==> src/rtl/dmem_bus_bridge.sv <==
// MEM-stage data access to valid/ready bus bridge with pipeline stall.
// Optional: DMEM_BRIDGE_POSTED_WRITE_EN makes stores complete on request acceptance.
module dmem_bus_bridge #(
  parameter int TIMEOUT_CYCLES = 255,
  parameter int CNT_W          = 8
) (
  input  logic        clk,
  input  logic        clr_n,
  input  logic        MemWriteM,
  input  logic        MemReadM,
  input  logic [31:0] ALUResultM,
  input  logic [31:0] WriteDataM,
  input  logic [3:0]  byteEnable,
  output logic [31:0] RD_data,
  output logic        StallMem,
  output logic        bus_req_valid,
  input  logic        bus_req_ready,
  output logic        bus_we,
  output logic [31:0] bus_addr,
  output logic [31:0] bus_wdata,
  output logic [3:0]  bus_be,
  input  logic        bus_rsp_valid,
  input  logic        bus_rsp_err,
  input  logic [31:0] bus_rdata,
  output logic        mem_err
);

  localparam logic [1:0] IDLE = 2'd0;
  localparam logic [1:0] REQ  = 2'd1;
  localparam logic [1:0] WAIT = 2'd2;
  localparam logic [1:0] DONE = 2'd3;

  localparam logic [CNT_W-1:0] CNT_LAST =
    CNT_W'(TIMEOUT_CYCLES - 1);
  localparam logic [CNT_W-1:0] CNT_MAX = '1;

  logic [1:0]       state;
  logic [1:0]       state_nx;
  logic [CNT_W-1:0] cnt;
  logic             access;
  logic             expired;
  logic             posted;
  logic [31:0]      rd_nx;
  logic             err_nx;

  assign access  = MemWriteM | MemReadM;
  assign expired = (cnt >= CNT_LAST);

`ifdef DMEM_BRIDGE_POSTED_WRITE_EN
  assign posted = bus_we;
`else
  assign posted = 1'b0;
`endif

  assign StallMem = ((state == IDLE) & access)
                  | (state == REQ)
                  | (state == WAIT);

  // Handshake beats timeout when both land on the same cycle.
  always_comb begin
    state_nx = state;
    rd_nx    = '0;
    err_nx   = 1'b0;
    unique case (state)
      IDLE: begin
        if (access) state_nx = REQ;
      end
      REQ: begin
        if (bus_req_ready) begin
          state_nx = posted ? DONE : WAIT;
        end else if (expired) begin
          state_nx = DONE;
          err_nx   = 1'b1;
        end
      end
      WAIT: begin
        if (bus_rsp_valid) begin
          state_nx = DONE;
          err_nx   = bus_rsp_err;
          if (!bus_rsp_err && !bus_we) begin
            rd_nx = bus_rdata;
          end
        end else if (expired) begin
          state_nx = DONE;
          err_nx   = 1'b1;
        end
      end
      DONE: begin
        state_nx = IDLE;
      end
      default: begin
        state_nx = IDLE;
      end
    endcase
  end

  always_ff @(posedge clk or negedge clr_n) begin
    if (!clr_n) begin
      state         <= IDLE;
      cnt           <= '0;
      RD_data       <= '0;
      bus_req_valid <= 1'b0;
      bus_we        <= 1'b0;
      bus_addr      <= '0;
      bus_wdata     <= '0;
      bus_be        <= '0;
      mem_err       <= 1'b0;
    end else begin
      state   <= state_nx;
      mem_err <= 1'b0;
      if ((state == IDLE) && access) begin
        cnt           <= '0;
        bus_req_valid <= 1'b1;
        bus_we        <= MemWriteM;
        bus_addr      <= {ALUResultM[31:2], 2'b00};
        bus_wdata     <= WriteDataM
                         << {ALUResultM[1:0], 3'b000};
        bus_be        <= MemWriteM ? byteEnable : 4'b1111;
      end
      if ((state == REQ) || (state == WAIT)) begin
        if (cnt != CNT_MAX) cnt <= cnt + 1'b1;
      end
      if ((state == REQ) && (state_nx != REQ)) begin
        bus_req_valid <= 1'b0;
      end
      if ((state != DONE) && (state_nx == DONE)) begin
        RD_data <= rd_nx;
        mem_err <= err_nx;
      end
    end
  end

endmodule

==> config.mk <==
export PLATFORM = sky130hd
export DESIGN_NAME = dmem_bus_bridge
export DESIGN_NICKNAME = d
export VERILOG_FILES = /design/src/rtl/dmem_bus_bridge.sv
export SDC_FILE = /design/constraint.sdc
export NUM_CORES = 1
export LEC_CHECK = 0
export ABC_AREA = 0
export CAP_MARGIN = 20
export CORE_AREA = 5 5 110 112
export CTS_BUF_LIST = sky130_fd_sc_hd__clkbuf_2 sky130_fd_sc_hd__clkbuf_4 sky130_fd_sc_hd__clkbuf_8
export CTS_CLUSTER_SIZE = 12
export DETAILED_ROUTE_END_ITERATION = 8
export DIE_AREA = 0 0 115 117
export PLACE_DENSITY_LB_ADDON = 0.05
export SLEW_MARGIN = 5
export SYNTH_ARGS = -nofsm -noshare
export SYNTH_HDL_FRONTEND = slang
export SYNTH_SLANG_ARGS = --single-unit
==> constraint.sdc <==
create_clock -name clk -period 3.8 [get_ports clk]
set_input_delay 1.14 -clock clk [delete_from_list [all_inputs] [get_ports clk]]
set_output_delay 1.14 -clock clk [all_outputs]
set_load 0.02 [all_outputs]
---- Word-level counts from Yosys, hierarchy flattened ----
Index checks and enable logic that the tools add are counted.
operators by class
  add/sub/neg operators ................... 1
  $lt $le $gt $ge ......................... 1
  eq/ne operators ......................... 7
  shifts and indexed selects .............. 1
  muxes and demuxes ....................... 19
  bitwise gates (word level) .............. 4
  reductions and logical operators ........ 9
operators by type and width
  kind                 count
  $mux 32              3
  $shl 32x5->32        1
  $mux 8               3
  $add 8x1->8 const B  1
  $ge 8x8->1 const B   1
  $mux 2               4
  $ne 8x8->1 const B   1
  $pmux 2 s4           1
  $eq 2x2->1 const B   3
  $mux 1               6
  $logic_and 1x1->1    4
  $mux 4               1
  $or 1x1->1           3
  $eq 2x1->1 const B   1
  $logic_not 1->1      2
  $logic_not 2->1      1
  $ne 2x1->1 const B   1
  $ne 2x2->1 const B   1
  $pmux 1 s2           1
  $reduce_bool 2->1    1
  $and 1x1->1          1
  $logic_or 1x1->1     1
storage, ports and cells
  flip-flop bits (word level) ............. 111
  word-level logic and storage cells ...... 51

---- Logic depth before layout (Yosys ltp) ----
Gate-level depths: netlist of the first run.
  depth in word-level cells ............... 7
  mapped depth ............................ 8

---- Worst setup path after synthesis of the first run ----
No wires, ideal clock.
  path kind ............................... input to output
  from .................................... in MemWriteM
  to ...................................... out StallMem
  data arrival time ....................... 2,165 ps
  slack ................................... 495 ps
  cell stages on the path ................. 4
  cell sequence ........................... buf_2 -> o21ai_1 -> clkbuf_1 -> nand2_1
on the way
  cells in the longest elaborated chain, start to end .. 4
ends and longest elaborated chain
  element          line  RTL
  start, declared  9     input logic MemWriteM,
  $or 1x1->1       46    assign access = MemWriteM | MemReadM;
  $and 1x1->1      55    assign StallMem = ((state == IDLE) & access)
  $or 1x1->1       56    | (state == REQ)
  $or 1x1->1       57    | (state == WAIT);
  end, declared    15    output logic StallMem,
No other way between the ends.

---- Final worst setup path of the first run ----
  from .................................... in MemReadM
  to ...................................... out StallMem
on the way
  cells in the longest elaborated chain, start to end .. 4
ends and longest elaborated chain
  element          line  RTL
  start, declared  10    input logic MemReadM,
  $or 1x1->1       46
  $and 1x1->1      55
  $or 1x1->1       56
  $or 1x1->1       57
No other way between the ends.

==> impl_results.md, run 1 <==
- Worst setup margin: approximately 160 ps
- P_leak: roughly 3.3 nW
- CTS tree: yes
- Worst path max stage delay: 600 ps
- Capturing point of the worst reg2reg path: mem_err
- Netlist cell types: 40
- CP top delay family: buffers and inverters
- Drt total wl: approximately 14000 µm
- Initial antenna violation count: 0
- CP bufs+invs: 2
- Sw power: 2.120 mW
- Compound-Gate Fraction of Synth Area: around 7.4%
- Global-route wire length before repair: 21540 µm
- Largest net degree at the start of global routing: 82
- Mapped cell area: slightly above 5000 µm²
- Die Area: between 10000 and 15000 µm²
- Fin. Hold Viols: 0
- Root Driver: clkbuf_8
- Cell mode on critical path: clkdlybuf4s50_1
- All-Layer GR Usage: about a fifth
- Fmax: roughly 0.27 GHz
- Total clock buffers created by CTS: 9
- Max FO, Critical Path: 4
- Hold_buf cts: 0
- Post-synthesis sequential area ratio: a little over half
- Num rows: 39
- Pwr dens: approximately 690 nW/µm²
- Maximum vdd drop: between 0.5 and 0.6 mV
- Reg-to-reg setup timing slack: 1640 ps
- Htree depth: 3
- Reg area: about 2800 µm²
- TritonRoute pass-1 iters: 4
- P&R area growth vs syn: 46.45%
- Die Y: roughly 120 µm
- Final core area utilization: 67.58%
- Top FF cell, synth: dfrtp_1
- Most frequent cell after synthesis: nand2_1
- Worst Hold Depth: 2
- Gate power share: approximately 51%
- Final setup fails: 0
- Slew @ Worst Pin: ~820 ps
- Hold WC Path Type: flop to flop
- Launching element type of the critical path: input port
- Hold Path Origin: bus_wdata[1]
- Maxcap violations: 0
- Post-CTS setup buffer count: 0
- Ant diodes: 0
- Clock latency on the worst-skew pair: around 370 ps
- Clock share of power: 12.8%
- DR vias: approximately 4400
- Synth area leader: dfrtp_1
- Area of the multi-input gates: between 2000 and 2500 µm²
- CP Class: input port to primary output
- Multiplexer share of the synthesized area: ~11%
- Sw Share: between 40% and 50%
- Dpl ws: between 150 and 200 ps
- Crit path max-delay cell type: clkdlybuf4s50_1
- Dpl cells: around 880
- Share of layout cells above drive strength 1: 5.992%
- Synth Area in Adders: between 1.5 and 2%
- Maximum clock path buffer count: 2
- Crit path capture type: primary output
- Fin nets: 860
- Xor and xnor fraction of the mapped netlist area: less than 1%
- Synth top area cells: dfrtp_1, nand2_1, mux2i_1
- Post-synth top cells: nand2_1, dfrtp_1, mux2i_1
- Avg Vias per Cell: slightly below 5
- Final Power: approximately 5.2 mW
- Outcome: finished, final reports clean
- DRC Markers: 0
- Largest family of logic cells by synthesized area: simple AND/OR/NAND/NOR gates
- Worst EP required: ~2700 ps
- Final Critical Period: between 3000 and 4000 ps
- CP cell instances: clkdlybuf4s50_1 > o21ai_4 > nand2_1 > clkdlybuf4s50_1
- Slew Limit Fails: 0
- EDFF count, synth: 0
- DR WL/cell: ~15 µm
- Max_slew headroom: between 40% and 50%
- Flops & latches, synth: 111
- Initial detailed-routing violation count: around 260
- GRT Residual Overflow: 0
- Port bufs: ~210
- Start of the worst register-to-register path: state[0]
- # resized after CTS: 0
- Number of global-route vias before repair: 4358
- Core Region: approximately 11000 µm²
- Clock sink count: about 110
- Arr. time, crit path: about 2500 ps
- Gpl congestion: between 0.8 and 0.9
- HPWL after DPL: 10110 µm
- Clock-pin transition on the worst setup and hold timing paths: approximately 90 ps
- Ys async rst share: 100.0%
- Reg power frac: 36.2%
- IO Count: around 210
- Filler cells: around 950
- Synth Warn #: 0
- Final cell count without fillers: between 800 and 900
- Die width: approximately 120 µm
- Worst Hold End: bus_wdata[1]
- Setup TNS: 0 ps
- Post-route clock skew: between 10 and 15 ps
- Post-Syn Area per Cell: 9.368 µm²
- RSZ-0062 raised after global routing: no
- Synth top area share: a little over half
- Post-Synth Simple-Gate Area: about a fifth
- Initial Util: 46.14%
- P_int: around 3.1 mW
- Final worst-path cycle share: between 90% and 100%
- Synthesized instance count: approximately 550
- Final ANT Viol Nets: 0
- Register-to-Register Path Depth: 6
==> registers in the layout (all words and copies together) (netlist names) <==
name and count:
mem_err 1, bus_we 1, RD_data 32, bus_be 4, cnt 8, state 2
bus_wdata 32, bus_addr 30, bus_req_valid 1
==> final cells by class <==
class                   instances  share of cell area (%)
clock buffers                  12                   2.030
well taps                     143                   2.380
repair buffers                218                   28.82
multi-input cells             364                   27.34
inverters                      42                   2.097
flip-flops and latches        111                   36.94
clock inverters                 4                  0.3828
==> tightest hold or removal path, stage by stage (launching register included) <==
cell and delay [ps]:
dfrtp_1 350, nand2_1 50, nand2_1 50
==> logic make-up after synthesis <==
group	after synthesis
AND/OR/NAND/NOR	238
flip-flops	111
buffers and inverters	74
AO/OA/AOI/OAI	58
multiplexers	56
adder cells (fa/ha/maj)	7
XOR/XNOR	3
other	1
==> how the worst max path moves through the flow <==
stage / start / depth (start not counted) / slack, ps / endpoint
global route: MemReadM / 4 / 120 / StallMem
global placement: MemReadM / 4 / 170 / StallMem
CTS: MemReadM / 4 / 170 / StallMem
finish: MemReadM / 4 / 160 / StallMem
detailed placement: MemReadM / 4 / 170 / StallMem
floorplan: MemWriteM / 4 / 500 / StallMem
==> through the flow <==
stage / hold slack (ps) / instance area, µm²
floorplan: 485.4 / 5137
global placement: 452.0 / 7337
detailed placement: 456.6 / 7337
CTS: 476.7 / 7518
global route: 499.6 / 7518
finish: 473.4 / 7518
==> power groups by stage <==
stage                     Clock [mW]  Sequential (mW)  Combinational (mW)
final                          0.668             1.89                2.66
after global routing           0.738             1.95                2.89
after CTS                      0.690             1.89                2.70
after detailed placement           0             1.91                2.69
after global placement             0             1.90                2.65
after floorplan                    0             2.42               0.889
==> layout by cell type (no fill, tap or decap), drive strengths merged, types with 4 or more instances in the layout <==
| cell | n |
|---|---|
| o211ai | 9 |
| inv | 43 |
| nand2 | 190 |
| clkbuf | 12 |
| buf | 11 |
| mux2 | 8 |
| ha | 7 |
| o31ai | 8 |
| o21ai | 16 |
| nor3 | 5 |
| clkdlybuf4s50 | 207 |
| mux2i | 48 |
| nor2 | 21 |
| a31oi | 4 |
| a21oi | 10 |
| dfrtp | 111 |
| nand3 | 14 |
==> per-layer routing <==
layer  global-route usage, %  routed length [µm]  up-vias
met4                   6.182                 152        0
met3                   6.015                1201       11
met2                   32.95                6494      129
met1                   25.79                5873     2055
met5                       0                   0        -
li1                        -                   -     2157
Note: power is estimated with default switching activity, not from simulation.
==> run 2, diff against run 1 <==
--- a/config.mk
+++ b/config.mk
@@ -9,7 +9,7 @@
 export CAP_MARGIN = 20
 export CORE_AREA = 5 5 110 112
 export CTS_BUF_LIST = sky130_fd_sc_hd__clkbuf_2 sky130_fd_sc_hd__clkbuf_4 sky130_fd_sc_hd__clkbuf_8
-export CTS_CLUSTER_SIZE = 12
+export CTS_CLUSTER_SIZE = 14
 export DETAILED_ROUTE_END_ITERATION = 8
 export DIE_AREA = 0 0 115 117
 export PLACE_DENSITY_LB_ADDON = 0.05
==> constraint.sdc (replaced) <==
create_clock -name clk -period 4.2 [get_ports clk]
set_input_delay 1.26 -clock clk [delete_from_list [all_inputs] [get_ports clk]]
set_output_delay 1.26 -clock clk [all_outputs]
set_load 0.02 [all_outputs]
==> run 2 against run 1 <==
Flip-flop and latch count unchanged. Global-route usage grew 0.56 points. First-iteration DRC count shrank 1.2%. Critical path depth unchanged. Sequential share of layout area is essentially flat. Clock-buffer cell count fell by 1. Total power decreased by 8.8%. Setup slack improved by 160 ps. Critical path type unchanged. Critical endpoint unchanged. Largest cell class unchanged. Highest routed layer unchanged.
==> impl_results.md, run 2 (same netlist as run 1, synthesis figures left out) <==
- Drt total wl: 13760 µm
- Maximum vdd drop: approximately 0.57 mV
- P_int: 2.838 mW
- Num rows: 39
- CTS tree: yes
- Clock-pin transition on the worst setup and hold timing paths: around 90 ps
- Clock latency on the worst-skew pair: around 370 ps
- Hold WC Path Type: flop to flop
- Clock sink count: approximately 110
- Slew Limit Fails: 0
- Launching element type of the critical path: input port
- Maximum clock path buffer count: 2
- Reg power frac: between 30% and 40%
- Hold_buf cts: 0
- Total clock buffers created by CTS: 9
- All-Layer GR Usage: about a fifth
- Placed Area: between 7000 and 8000 µm²
- Fmax: 0.2580 GHz
- Setup TNS: 0 ps
- Initial Util: 46.14%
- Sw Share: between 40 and 50%
- Global-route wire length before repair: 22090 µm
- DR WL/cell: roughly 15 µm
- Htree depth: 3
- TritonRoute pass-1 iters: 5
- Arr. time, crit path: 2620 ps
- Core Region: about 11000 µm²
- Final ANT Viol Nets: 0
- Initial detailed-routing violation count: about 250
- Top Registers: RD_data x32, bus_wdata x32, bus_addr x30
- DRC Markers: 0
- # resized after CTS: 0
- Ant diodes: 0
- Gate power share: between 50 and 60%
- Global routing usage on met3: under 10%
- RSZ-0062 raised after global routing: no
- Finished Cell Area: 7520 µm²
- IO Count: about 210
- Crit path capture type: primary output
- Routing usage on met1: between 20% and 30%
- Worst EP required: roughly 2900 ps
- Die Y: approximately 120 µm
- Die Area: around 13000 µm²
- Sw power: roughly 1.9 mW
- Most common cell after layout, fill and taps aside: clkdlybuf4s50_1
- GRT Residual Overflow: 0
- Gpl congestion: roughly 0.85
- Max FO, Critical Path: 4
- Avg Vias per Cell: slightly below 5
- Final worst-path cycle share: around 90%
- Die width: 115 µm
- Post-CTS setup buffer count: 0
- Post-route clock skew: 13.07 ps
- Root Driver: clkbuf_8
- Max_slew headroom: roughly 46%
- Busiest metal layer after global routing: met2
- CP Class: input port to primary output
- Final setup fails: 0
- Port bufs: 208
- Outcome: finished, final reports clean
- Dpl ws: roughly 330 ps
- P&R area growth vs syn: 46.48%
- Fin nets: 860
- Number of global-route vias before repair: between 4000 and 5000
- Initial antenna violation count: 0
- Largest net degree at the start of global routing: 82
- Share of layout cells above drive strength 1: around 5.7%
- P_leak: approximately 3.3 nW
- Slew @ Worst Pin: slightly above 800 ps
- Met2 global-route usage: 33.14%
- Commonest non-fill, non-tap cells in the layout: clkdlybuf4s50_1, nand2_1, dfrtp_1
- DR vias: approximately 4400
- Maxcap violations: 0
- Fin. Hold Viols: 0
- HPWL after DPL: around 10000 µm
- Final Critical Period: 3876 ps
- Pwr dens: between 600 and 700 nW/µm²
- Worst setup margin: around 320 ps
- Clock share of power: a little over an eighth
-- run 2: cell count changes in the layout (fill, tap and decap cells not counted) --
cell and delta:
clkinvlp_4 -2, bufinv_16 +1, clkbuf_8 -1
-- run 2: layout make-up --
type | instances | area (µm²)
inverter | 42 | 157.7
fill | 902 | 3606
clock buffer | 11 | 138.9
timing repair buffer | 218 | 2167
clock inverter | 3 | 43.79
multi-input combinational | 364 | 2056
sequential | 111 | 2778
tap | 143 | 178.9
-- run 2: per-stage QoR --
| step | instances | power (mW) | hold WS [ps] | util [%] |
|---|---|---|---|---|
| after CTS | 892 | 4.813 | 482.5 | 67.59 |
| after detailed placement | 878 | 4.173 | 459.5 | 65.95 |
| after floorplan | 549 | 2.996 | 485.4 | - |
| after global placement | 878 | 4.115 | 451.4 | 65.95 |
| final | 892 | 4.753 | 474.1 | 67.59 |
| after global routing | 892 | 5.085 | 508.9 | 67.59 |
-- run 2: power groups by stage --
stage               Sequential (mW)  Clock (mW)  Combinational, mW
finish                         1.72       0.631               2.40
global route                   1.78       0.698               2.61
CTS                            1.72       0.649               2.44
detailed placement             1.74           0               2.44
global placement               1.72           0               2.39
floorplan                      2.19           0              0.804
-- run 2: metal layers --
metal | wire length [µm] | vias up
met4 | 229 | 0
met5 | 0 | -
li1 | - | 2153
met2 | 6556 | 137
met1 | 5792 | 2087
met3 | 1177 | 18
-- run 2: worst paths after layout --
check,start,end,slack [ps],cells after the start
hold reg to reg,bus_wdata[1],bus_wdata[1],470,2
min in group asynchronous,clr_n,bus_addr[22],920,1
setup reg to reg,state[0],mem_err,1900,6
setup / recovery,MemReadM,StallMem,320,4
max in group asynchronous,clr_n,bus_wdata[15],2480,2
hold / removal,bus_wdata[1],bus_wdata[1],470,2
-- run 2: critical path, cell delays in order --
cell and delay, ps:
clkdlybuf4s50_1 580, o21ai_4 90, nand2_1 90, clkdlybuf4s50_1 600
